--- config.mk ---
export PLATFORM = sky130hd
export DESIGN_NAME = mem_req_arbiter
export DESIGN_NICKNAME = d
export VERILOG_FILES = /design/src/rtl/mem_arb_pkg.sv /design/src/rtl/mem_rr_arbiter.sv /design/src/rtl/mem_req_arbiter.sv
export SDC_FILE = /design/constraint.sdc
export NUM_CORES = 1
export LEC_CHECK = 0
export ABC_AREA = 1
export CAP_MARGIN = 20
export CORE_MARGIN = 3
export CORE_UTILIZATION = 39
export DETAILED_ROUTE_END_ITERATION = 8
export GPL_TIMING_DRIVEN = 0
export PLACE_DENSITY = 0.79
export SETUP_SLACK_MARGIN = 0.3
export SLEW_MARGIN = 0
export SYNTH_ARGS = -nofsm -noshare
export SYNTH_HDL_FRONTEND = slang
export SYNTH_SLANG_ARGS = --single-unit
--- constraint.sdc ---
create_clock -name clk_i -period 1.19 [get_ports clk_i]
set_input_delay 0.238 -clock clk_i [delete_from_list [all_inputs] [get_ports clk_i]]
set_output_delay 0.238 -clock clk_i [all_outputs]
set_load 0.02 [all_outputs]
--- src/rtl/mem_arb_pkg.sv ---
// Shared types and constants for the two-requester memory arbiter.
// Included by the top level and by the round-robin grant logic.
package mem_arb_pkg;

  localparam int NUM_REQ    = 2;
  localparam int ADDR_W_DEF = 10;
  localparam int DATA_W_DEF = 8;

  typedef enum logic [1:0] {
    IDLE,
    ISSUE,
    WAIT_RD,
    RESP
  } arb_state_e;

  function automatic logic [NUM_REQ-1:0] grant_onehot(input logic idx);
    return idx ? 2'b10 : 2'b01;
  endfunction

endpackage

--- src/rtl/mem_rr_arbiter.sv ---
// Combinational round-robin pick between two requesters.
// When both are valid, the requester not served last time wins.
module mem_rr_arbiter
  import mem_arb_pkg::*;
(
  input  logic [NUM_REQ-1:0] req_valid_i,
  input  logic               last_grant_i,
  output logic               grant_idx_o,
  output logic               grant_any_o
);

  always_comb begin
    grant_any_o = |req_valid_i;
    grant_idx_o = 1'b0;
    unique case (req_valid_i)
      2'b01:   grant_idx_o = 1'b0;
      2'b10:   grant_idx_o = 1'b1;
      2'b11:   grant_idx_o = ~last_grant_i;
      default: grant_idx_o = 1'b0;
    endcase
  end

endmodule

--- src/rtl/mem_req_arbiter.sv ---
// Round-robin sequencer placing one read or write at a time onto a single-port memory,
// returning read data to the requester that issued it after RD_LAT cycles.
module mem_req_arbiter
  import mem_arb_pkg::*;
#(
  parameter int ADDR_W = ADDR_W_DEF,
  parameter int DATA_W = DATA_W_DEF,
  parameter int RD_LAT = 1
) (
  input  logic                   clk_i,
  input  logic                   reset_i,
  input  logic [NUM_REQ-1:0]     req_valid_i,
  output logic [NUM_REQ-1:0]     req_ready_o,
  input  logic [NUM_REQ-1:0]     req_we_i,
  input  logic [2*ADDR_W-1:0]    req_addr_i,
  input  logic [2*DATA_W-1:0]    req_wdata_i,
  output logic [NUM_REQ-1:0]     rsp_valid_o,
  output logic [DATA_W-1:0]      rsp_rdata_o,
  output logic [ADDR_W-1:0]      address_o,
  output logic                   wr_en_o,
  output logic                   rd_en_o,
  output logic [DATA_W-1:0]      wdata_o,
  input  logic [DATA_W-1:0]      rdata_i
);

  localparam int CNT_W = $clog2(RD_LAT + 1);

  arb_state_e          state_q, state_d;
  logic                last_grant_q, last_grant_d;
  logic                we_q, we_d;
  logic [CNT_W-1:0]    cnt_q, cnt_d;
  logic [NUM_REQ-1:0]  req_ready_q, req_ready_d;
  logic [NUM_REQ-1:0]  rsp_valid_q, rsp_valid_d;
  logic [DATA_W-1:0]   rsp_rdata_q, rsp_rdata_d;
  logic [ADDR_W-1:0]   address_q, address_d;
  logic                wr_en_q, wr_en_d;
  logic                rd_en_q, rd_en_d;
  logic [DATA_W-1:0]   wdata_q, wdata_d;

  logic                grant_idx;
  logic                grant_any;
  logic                sel_we;
  logic [ADDR_W-1:0]   sel_addr;
  logic [DATA_W-1:0]   sel_wdata;

  mem_rr_arbiter u_rr (
    .req_valid_i  (req_valid_i),
    .last_grant_i (last_grant_q),
    .grant_idx_o  (grant_idx),
    .grant_any_o  (grant_any)
  );

  assign sel_we    = grant_idx ? req_we_i[1] : req_we_i[0];
  assign sel_addr  = grant_idx ? req_addr_i[2*ADDR_W-1:ADDR_W] : req_addr_i[ADDR_W-1:0];
  assign sel_wdata = grant_idx ? req_wdata_i[2*DATA_W-1:DATA_W] : req_wdata_i[DATA_W-1:0];

  always_ff @(posedge clk_i) begin
    if (!reset_i) begin
      state_q      <= IDLE;
      last_grant_q <= 1'b1;
      we_q         <= 1'b0;
      cnt_q        <= '0;
      req_ready_q  <= '0;
      rsp_valid_q  <= '0;
      rsp_rdata_q  <= '0;
      address_q    <= '0;
      wr_en_q      <= 1'b0;
      rd_en_q      <= 1'b0;
      wdata_q      <= '0;
    end else begin
      state_q      <= state_d;
      last_grant_q <= last_grant_d;
      we_q         <= we_d;
      cnt_q        <= cnt_d;
      req_ready_q  <= req_ready_d;
      rsp_valid_q  <= rsp_valid_d;
      rsp_rdata_q  <= rsp_rdata_d;
      address_q    <= address_d;
      wr_en_q      <= wr_en_d;
      rd_en_q      <= rd_en_d;
      wdata_q      <= wdata_d;
    end
  end

  // Outputs are registered, so the ISSUE-cycle pin values are loaded on the IDLE->ISSUE edge.
  always_comb begin
    state_d      = state_q;
    last_grant_d = last_grant_q;
    we_d         = we_q;
    cnt_d        = cnt_q;
    req_ready_d  = '0;
    rsp_valid_d  = '0;
    rsp_rdata_d  = rsp_rdata_q;
    address_d    = address_q;
    wr_en_d      = 1'b0;
    rd_en_d      = 1'b0;
    wdata_d      = wdata_q;

    unique case (state_q)
      IDLE: begin
        if (grant_any) begin
          last_grant_d = grant_idx;
          we_d         = sel_we;
          address_d    = sel_addr;
          if (sel_we) begin
            wdata_d = sel_wdata;
          end
          req_ready_d  = grant_onehot(grant_idx);
          wr_en_d      = sel_we;
          rd_en_d      = ~sel_we;
          state_d      = ISSUE;
        end
      end

      ISSUE: begin
        if (we_q) begin
          state_d = IDLE;
        end else begin
          cnt_d   = CNT_W'(RD_LAT);
          state_d = WAIT_RD;
        end
      end

      WAIT_RD: begin
        if (cnt_q == CNT_W'(1)) begin
          rsp_rdata_d = rdata_i;
          rsp_valid_d = grant_onehot(last_grant_q);
          state_d     = RESP;
        end else begin
          cnt_d = cnt_q - CNT_W'(1);
        end
      end

      RESP: begin
        state_d = IDLE;
      end

      default: begin
        state_d = IDLE;
      end
    endcase
  end

  assign req_ready_o = req_ready_q;
  assign rsp_valid_o = rsp_valid_q;
  assign rsp_rdata_o = rsp_rdata_q;
  assign address_o   = address_q;
  assign wr_en_o     = wr_en_q;
  assign rd_en_o     = rd_en_q;
  assign wdata_o     = wdata_q;

endmodule
==> summary.log, run 1 <==
qor: timing.hold_violations 0
qor: synthesis.dominantRegCellSynth dfxtp_1
qor: drt.drc 0
qor: drt.final_antenna_net_count 0
qor: clock_tree.clock_buffer_count_from_cts 5
qor: finish.post-route-cell-area 0.00277 mm²
qor: floorplan.fp-row-count 22
qor: timing.fmax 864 MHz
qor: finish.synthToLayoutAreaGrowth 75.5%
qor: clock_tree.clock_tree_from_tritoncts done
qor: finish.post_route_cells_drive_above_1_share 38.7%
qor: drt.routed_wl 4580 µm
qor: timing.setup_violations 0
qor: clock_tree.clkLatencyLatePin 280 ps
qor: clock_tree.clock-root-buffer clkbuf_8
qor: clock_tree.cts.path.max_buffers 2
qor: timing.fin_crit_sh 97.3%
qor: critical_path.cp_cell_sequence inv_2 -> nand2_4 -> nor2_4 -> buf_6 -> nand2_1 -> a21oi_2 -> nor2_1
qor: synthesis.synthCells 222
qor: floorplan.die_height 69.6 µm
qor: critical_path.worstPathArrival 1330 ps
qor: clock_tree.clock_tree.htree_level_count 2
qor: hold_path.min_path_type primary input to flip-flop
qor: synthesis.post-synth-top-area-cell dfxtp_1
qor: drt.first_iter_violations 44
qor: clock_tree.cts_hold_buffers 0
qor: synthesis.mappedNetlistArea 0.00158 mm²
qor: global_route.grtUsageTotal 18.4%
qor: synthesis.synth.net_count 272
qor: placed_design.postPlaceCellArea 0.00248 mm²
qor: global_route.grt-ovfl-total 0
qor: critical_path.worst-path-max-fanout 10
qor: critical_path.critical_path.startpoint_type flip-flop
qor: power_and_ir_drop.power_density 1290 mW/mm²
qor: power_and_ir_drop.power.ir.vdd_worst 0.861 mV
qor: clock_tree.clkTransAtPathRegs 70 ps
qor: drt.drt-pass1-iter-count 4
qor: critical_path.timing.setup.critical_path_class flip-flop to flip-flop
qor: critical_path.worst_path_cell_with_the_longest_stage_delay dfxtp_2
qor: run_status.status finished clean
qor: clock_tree.cts_num_sinks 37
qor: floorplan.die-area 0.00485 mm²
qor: synthesis.yosys.cell_count.top_type nand2_1
qor: placed_design.place_hpwl 3150 µm
qor: placed_design.io_buffer_count 80
qor: timing.drv_slew 0
qor: critical_path.cp_slowest_stage_delay 340 ps
qor: synthesis.yosys-top-cells-area dfxtp_1 (47%), nand2_1 (16%), a21oi_1 (7.0%)
qor: power_and_ir_drop.p_leak 1.24 nW
qor: critical_path.cp.required 1360 ps
qor: global_route.grt_first_pass_wirelength 7210 µm
qor: synthesis.yosys_register_bits 37
qor: floorplan.core_area 0.00377 mm²
qor: synthesis.yosysTopAreaCellShare 46.9%
qor: synthesis.synth_enable_flop_cells 0
qor: synthesis.synth.cells.most_frequent nand2_1 (66), dfxtp_1 (37), inv_1 (23)
qor: drt.wire_per_inst 12.5 µm
qor: synthesis.synthesis.yosys.warnings 0
qor: synthesis.seq_total_area_yosys 46.9%
qor: drt.vias 1706
qor: finish.diodes 0
qor: synthesis.postSynth.asyncResetShare 0%
qor: timing.finalWorstPathRequiredPeriod 1160 ps
qor: synthesis.syn_avg_cell_area 7.11 µm²
qor: placed_design.finalWeightedCongestion 0.748
qor: critical_path.crit_path_end_kind flip-flop
qor: finish.post-route-util 73.5%
qor: timing.rsz0062_at_grt yes
qor: synthesis.synth_cell_type_count 20
qor: drt.vias_per_cell 4.66
qor: global_route.number_of_antenna_violations_at_the_first_check_in_global_routing 0
qor: finish.fin_nets 367
qor: floorplan.number_of_ports_placed_on_the_die_boundary 82
qor: flow_run.max_cap_check_violation_count 0
qor: floorplan.start_util 41.9%
qor: floorplan.chip_width 69.6 µm
qor: global_route.grt_start_max_net_pins 12
qor: global_route.vias_in_the_first_global_route 1626
qor: timing.final.setup_skew 3.71 ps
qor: timing.timing.slew.headroom 70.8%
qor: finish.layout.filler_cells 289
qor: timing.tightest_slew 438 ps
-- critical path: cells and delay by family (launching register included) --
family          cells  cell delay (ps)
simple gates        4              340
buf+inv             2              250
flops               1              340
compound gates      1              120
-- path summary, 6_finish.rpt --
check | start | to | slack, ps | depth (start not counted)
hold reg to reg | last_grant_q | rsp_valid_o[0] | 450 | 1
setup / recovery | flip-flop | address_o[7] | 30 | 7
hold / removal | reset_i | rsp_rdata_o[1] | 270 | 3
setup reg to reg | flip-flop | address_o[7] | 30 | 7
-- power breakdown --
part	switching (mW)	internal [mW]	leakage [nW]	total (mW)
clock	0.438	0.406	0.0450	0.844
sequential	0.0975	1.40	0.317	1.50
combinational	0.614	0.625	0.873	1.24
total	1.15	2.43	1.24	3.58
-- per-layer routing --
| layer | GRT usage, % | wire length [µm] |
|---|---|---|
| met2 | 33.7 | 2430 |
| met5 | 0 | 0 |
| met3 | 6.52 | 327 |
| met1 | 19.6 | 1740 |
| met4 | 5.74 | 77 |
-- what timing repair did --
item,in CTS,in global routing
setup buffers,5,3
resized for setup,228,18
endpoints found under the setup margin,64,68
pin swaps,3,7
-- sequential cells by signal, indices dropped and copies added (netlist names), named ones only --
register / cells
address_o: 10
cnt_q: 1
last_grant_q: 1
rd_en_o: 1
req_ready_o: 2
rsp_rdata_o: 8
rsp_valid_o: 2
state_q: 1
wdata_o: 8
we_q: 1
wr_en_o: 1
-- layout make-up --
class	count	area, µm²	share of cell area, %
inverter	25	98.8	3.57
timing repair buffer	88	906	32.7
tap	48	60.1	2.17
sequential	37	783	28.3
clock buffer	6	72.6	2.62
multi-input combinational	149	742	26.8
clock inverter	2	10.0	0.361
buffer	11	98.8	3.57
-- stage by stage --
stage / setup WS [ps] / instances / power (mW) / hold slack [ps] / TNS, ps
after global placement: -494 / 350 / 2.55 / 430 / -10380
after CTS: 34.3 / 363 / 3.51 / 265 / 0
after global routing: -69.0 / 366 / 3.77 / 294 / -482
after detailed placement: -506 / 350 / 2.57 / 439 / -10670
final: 31.9 / 366 / 3.58 / 272 / 0
after floorplan: 97.6 / 222 / 2.08 / 368 / 0
-- cells in the final DEF, fill, tap and decap left out, drive strengths merged --
| cell | instances |
|---|---|
| a21oi | 23 |
| buf | 49 |
| clkbuf | 8 |
| clkdlybuf4s50 | 46 |
| clkinv | 3 |
| dfxtp | 37 |
| dlygate4sd2 | 2 |
| inv | 24 |
| nand2 | 67 |
| nand3 | 3 |
| nor2 | 32 |
| nor4 | 2 |
| o211ai | 1 |
| o21ai | 21 |
-- cell families (layout without fill, tap and decap cells) --
group	after synthesis	after routing	synth area share, %
compound gates	45	45	14.7
buf+inv	36	132	10.3
flops	37	37	46.9
simple gates	104	104	28.1
Power figures use the tool's default switching activity.
==> run 2: changes to the inputs <==
--- a/config.mk
+++ b/config.mk
@@ -8,10 +8,11 @@
 export ABC_AREA = 1
 export CAP_MARGIN = 20
 export CORE_MARGIN = 3
-export CORE_UTILIZATION = 39
+export CORE_UTILIZATION = 35
+export CTS_CLUSTER_DIAMETER = 120
 export DETAILED_ROUTE_END_ITERATION = 8
 export GPL_TIMING_DRIVEN = 0
-export PLACE_DENSITY = 0.79
+export PLACE_DENSITY = 0.75
 export SETUP_SLACK_MARGIN = 0.3
 export SLEW_MARGIN = 0
 export SYNTH_ARGS = -nofsm -noshare
==> constraint.sdc (replaced) <==
create_clock -name clk_i -period 1 [get_ports clk_i]
set_input_delay 0.2 -clock clk_i [delete_from_list [all_inputs] [get_ports clk_i]]
set_output_delay 0.2 -clock clk_i [all_outputs]
set_load 0.02 [all_outputs]
==> summary.log, run 2 (synthesis results as in run 1) <==
qor: critical_path.critical_path.startpoint_type flip-flop
qor: power_and_ir_drop.p_leak 1.25 nW
qor: floorplan.fp-row-count 23
qor: drt.wire_per_inst 12.0 µm
qor: finish.post-route-cell-area 0.00281 mm²
qor: critical_path.cp.required 1220 ps
qor: finish.post_route_cells_drive_above_1_share 39.5%
qor: clock_tree.clock_tree.htree_level_count 2
qor: finish.diodes 0
qor: clock_tree.cts_num_sinks 37
qor: floorplan.die_height 73.2 µm
qor: critical_path.worst-path-max-fanout 5
qor: timing.fin_ws -146 ps
qor: placed_design.postPlaceCellArea 0.00248 mm²
qor: run_status.status finished with violations
qor: run_status.failing_checks setup timing
qor: global_route.grt_start_max_net_pins 12
qor: timing.fmax 873 MHz
qor: flow_run.max_cap_check_violation_count 0
qor: finish.fin_nets 368
qor: drt.final_antenna_net_count 0
qor: critical_path.timing.setup.critical_path_class flip-flop to flip-flop
qor: timing.final.setup_skew 5.12 ps
qor: clock_tree.clock_tree_from_tritoncts done
qor: power_and_ir_drop.clock_power_share 25.7%
qor: global_route.vias_in_the_first_global_route 1492
qor: floorplan.number_of_ports_placed_on_the_die_boundary 82
qor: power_and_ir_drop.p_sw_share 30.6%
qor: placed_design.place_hpwl 3130 µm
qor: timing.timing.slew.headroom 68.0%
qor: power_and_ir_drop.power_switching 1.34 mW
qor: floorplan.chip_width 73.2 µm
qor: finish.synthToLayoutAreaGrowth 77.8%
qor: timing.setup_violations 31
qor: timing.fin_crit_sh 115%
qor: clock_tree.clkTransAtPathRegs 70 ps
qor: clock_tree.clkLatencyLatePin 280 ps
qor: finish.layout.filler_cells 356
qor: finish.layout_commonest_cell nand2_1
qor: critical_path.crit_path_end_kind flip-flop
qor: timing.tightest_slew 479 ps
qor: power_and_ir_drop.power.ir.vdd_worst 0.899 mV
qor: power_and_ir_drop.power_density 1570 mW/mm²
qor: power_and_ir_drop.sequentialPowerShare 40.6%
qor: drt.vias_per_cell 4.50
qor: placed_design.finalWeightedCongestion 0.691
qor: placed_design.io_buffer_count 80
qor: clock_tree.cts.path.max_buffers 2
qor: finish.area_of_combinational_cells_with_multiple_inputs 737 µm²
qor: timing.drv_slew 0
qor: power_and_ir_drop.cell_internal_pwr 3.05 mW
qor: drt.drt-pass1-iter-count 4
qor: timing.rsz0062_at_grt yes
qor: global_route.number_of_antenna_violations_at_the_first_check_in_global_routing 0
qor: hold_path.min_path_type primary input to flip-flop
qor: power_and_ir_drop.design_power_total 4.39 mW
qor: finish.most_frequent_cells_in_the_layout nand2_1 (61), clkdlybuf4s50_1 (46), buf_6 (41), dfxtp_2 (36), nor2_1 (22)
qor: critical_path.worstPathArrival 1360 ps
qor: drt.first_iter_violations 65
qor: finish.seqCellArea 786 µm²
qor: drt.drc 0
qor: global_route.grt_first_pass_wirelength 6800 µm
qor: timing.hold_violations 0
qor: floorplan.core_area 0.00417 mm²
qor: drt.vias 1662
qor: global_route.grtUsageTotal 16.5%
qor: clock_tree.clock_buffer_count_from_cts 5
qor: drt.routed_wl 4440 µm
qor: power_and_ir_drop.part_of_the_total_power_dissipated_in_combinational_logic 33.7%
qor: floorplan.die-area 0.00535 mm²
qor: placed_design.dpl_worst_slack -676 ps
qor: clock_tree.clock-root-buffer clkbuf_8
qor: finish.largest_register_ff_count 10
qor: global_route.grt-ovfl-total 0
qor: floorplan.start_util 37.8%
qor: timing.finalWorstPathRequiredPeriod 1150 ps
==> run 2: final timing paths <==
path              slack (ps)  cells after the start            from        endpoint
setup reg to reg        -150                      8       flip-flop      wdata_o[7]
hold reg to reg          450                      2  rsp_rdata_o[0]  rsp_rdata_o[0]
setup / recovery        -150                      8       flip-flop      wdata_o[7]
hold / removal           240                      3         reset_i  rsp_rdata_o[1]
==> run 2: power groups by stage <==
stage                     clock, mW  sequential, mW  combinational [mW]
after floorplan                   0            1.92               0.554
after global placement            0            1.75                1.29
after detailed placement          0            1.76                1.30
after CTS                      1.15            1.78                1.42
after global routing           1.21            1.80                1.62
final                          1.13            1.78                1.48
==> run 2: layout make-up <==
class / instances / area share (%)
Buffer: 11 / 3.52
Clock buffer: 7 / 3.43
Clock inverter: 1 / 0.178
Inverter: 25 / 3.61
Multi-Input combinational cell: 149 / 26.2
Sequential cell: 37 / 28.0
Tap cell: 50 / 2.23
Timing Repair Buffer: 89 / 32.8
==> run 2: critical path, cell delays in order, from the launching register on <==
cell and delay [ps]:
dfxtp_2 330, inv_2 70, nand2_4 50, nor2_4 150, nand3_4 130, buf_6 150
nand2_1 50, nand2_1 40, nor2_1 100
==> run 2: what timing repair did <==
item,4_1_cts,5_1_grt
setup buffers,7,2
gates resized for setup,232,17
pin swaps,5,6
hold buffers,0,0
endpoints found under the setup margin,69,69
==> run 2: through the flow <==
step | cells | TNS (ps) | utilization, % | hold slack (ps)
2_1_floorplan | 222 | -1230 | - | 330
3_3_place_gp | 352 | -18300 | 59.6 | 430
3_5_place_dp | 352 | -18570 | 59.6 | 434
4_1_cts | 367 | -3080 | 65.6 | 236
5_1_grt | 369 | -6120 | 67.3 | 262
6_report | 369 | -2660 | 67.3 | 240
==> run 2: per-layer routing <==
metal	vias up	GRT usage, %	part of all wire (%)
met2	52	29.5	51
li1	879	-	-
met3	6	4.55	6.8
met4	0	6.15	2.0
met1	725	18.4	40
met5	-	0	0
==> run 3: changes to the inputs <==
--- a/config.mk
+++ b/config.mk
@@ -6,7 +6,6 @@
 export NUM_CORES = 1
 export LEC_CHECK = 0
 export ABC_AREA = 1
-export CAP_MARGIN = 20
 export CORE_MARGIN = 3
 export CORE_UTILIZATION = 35
 export CTS_CLUSTER_DIAMETER = 120
==> results of run 3 <==
Final layout, timing and power as in run 2 (identical DEF).
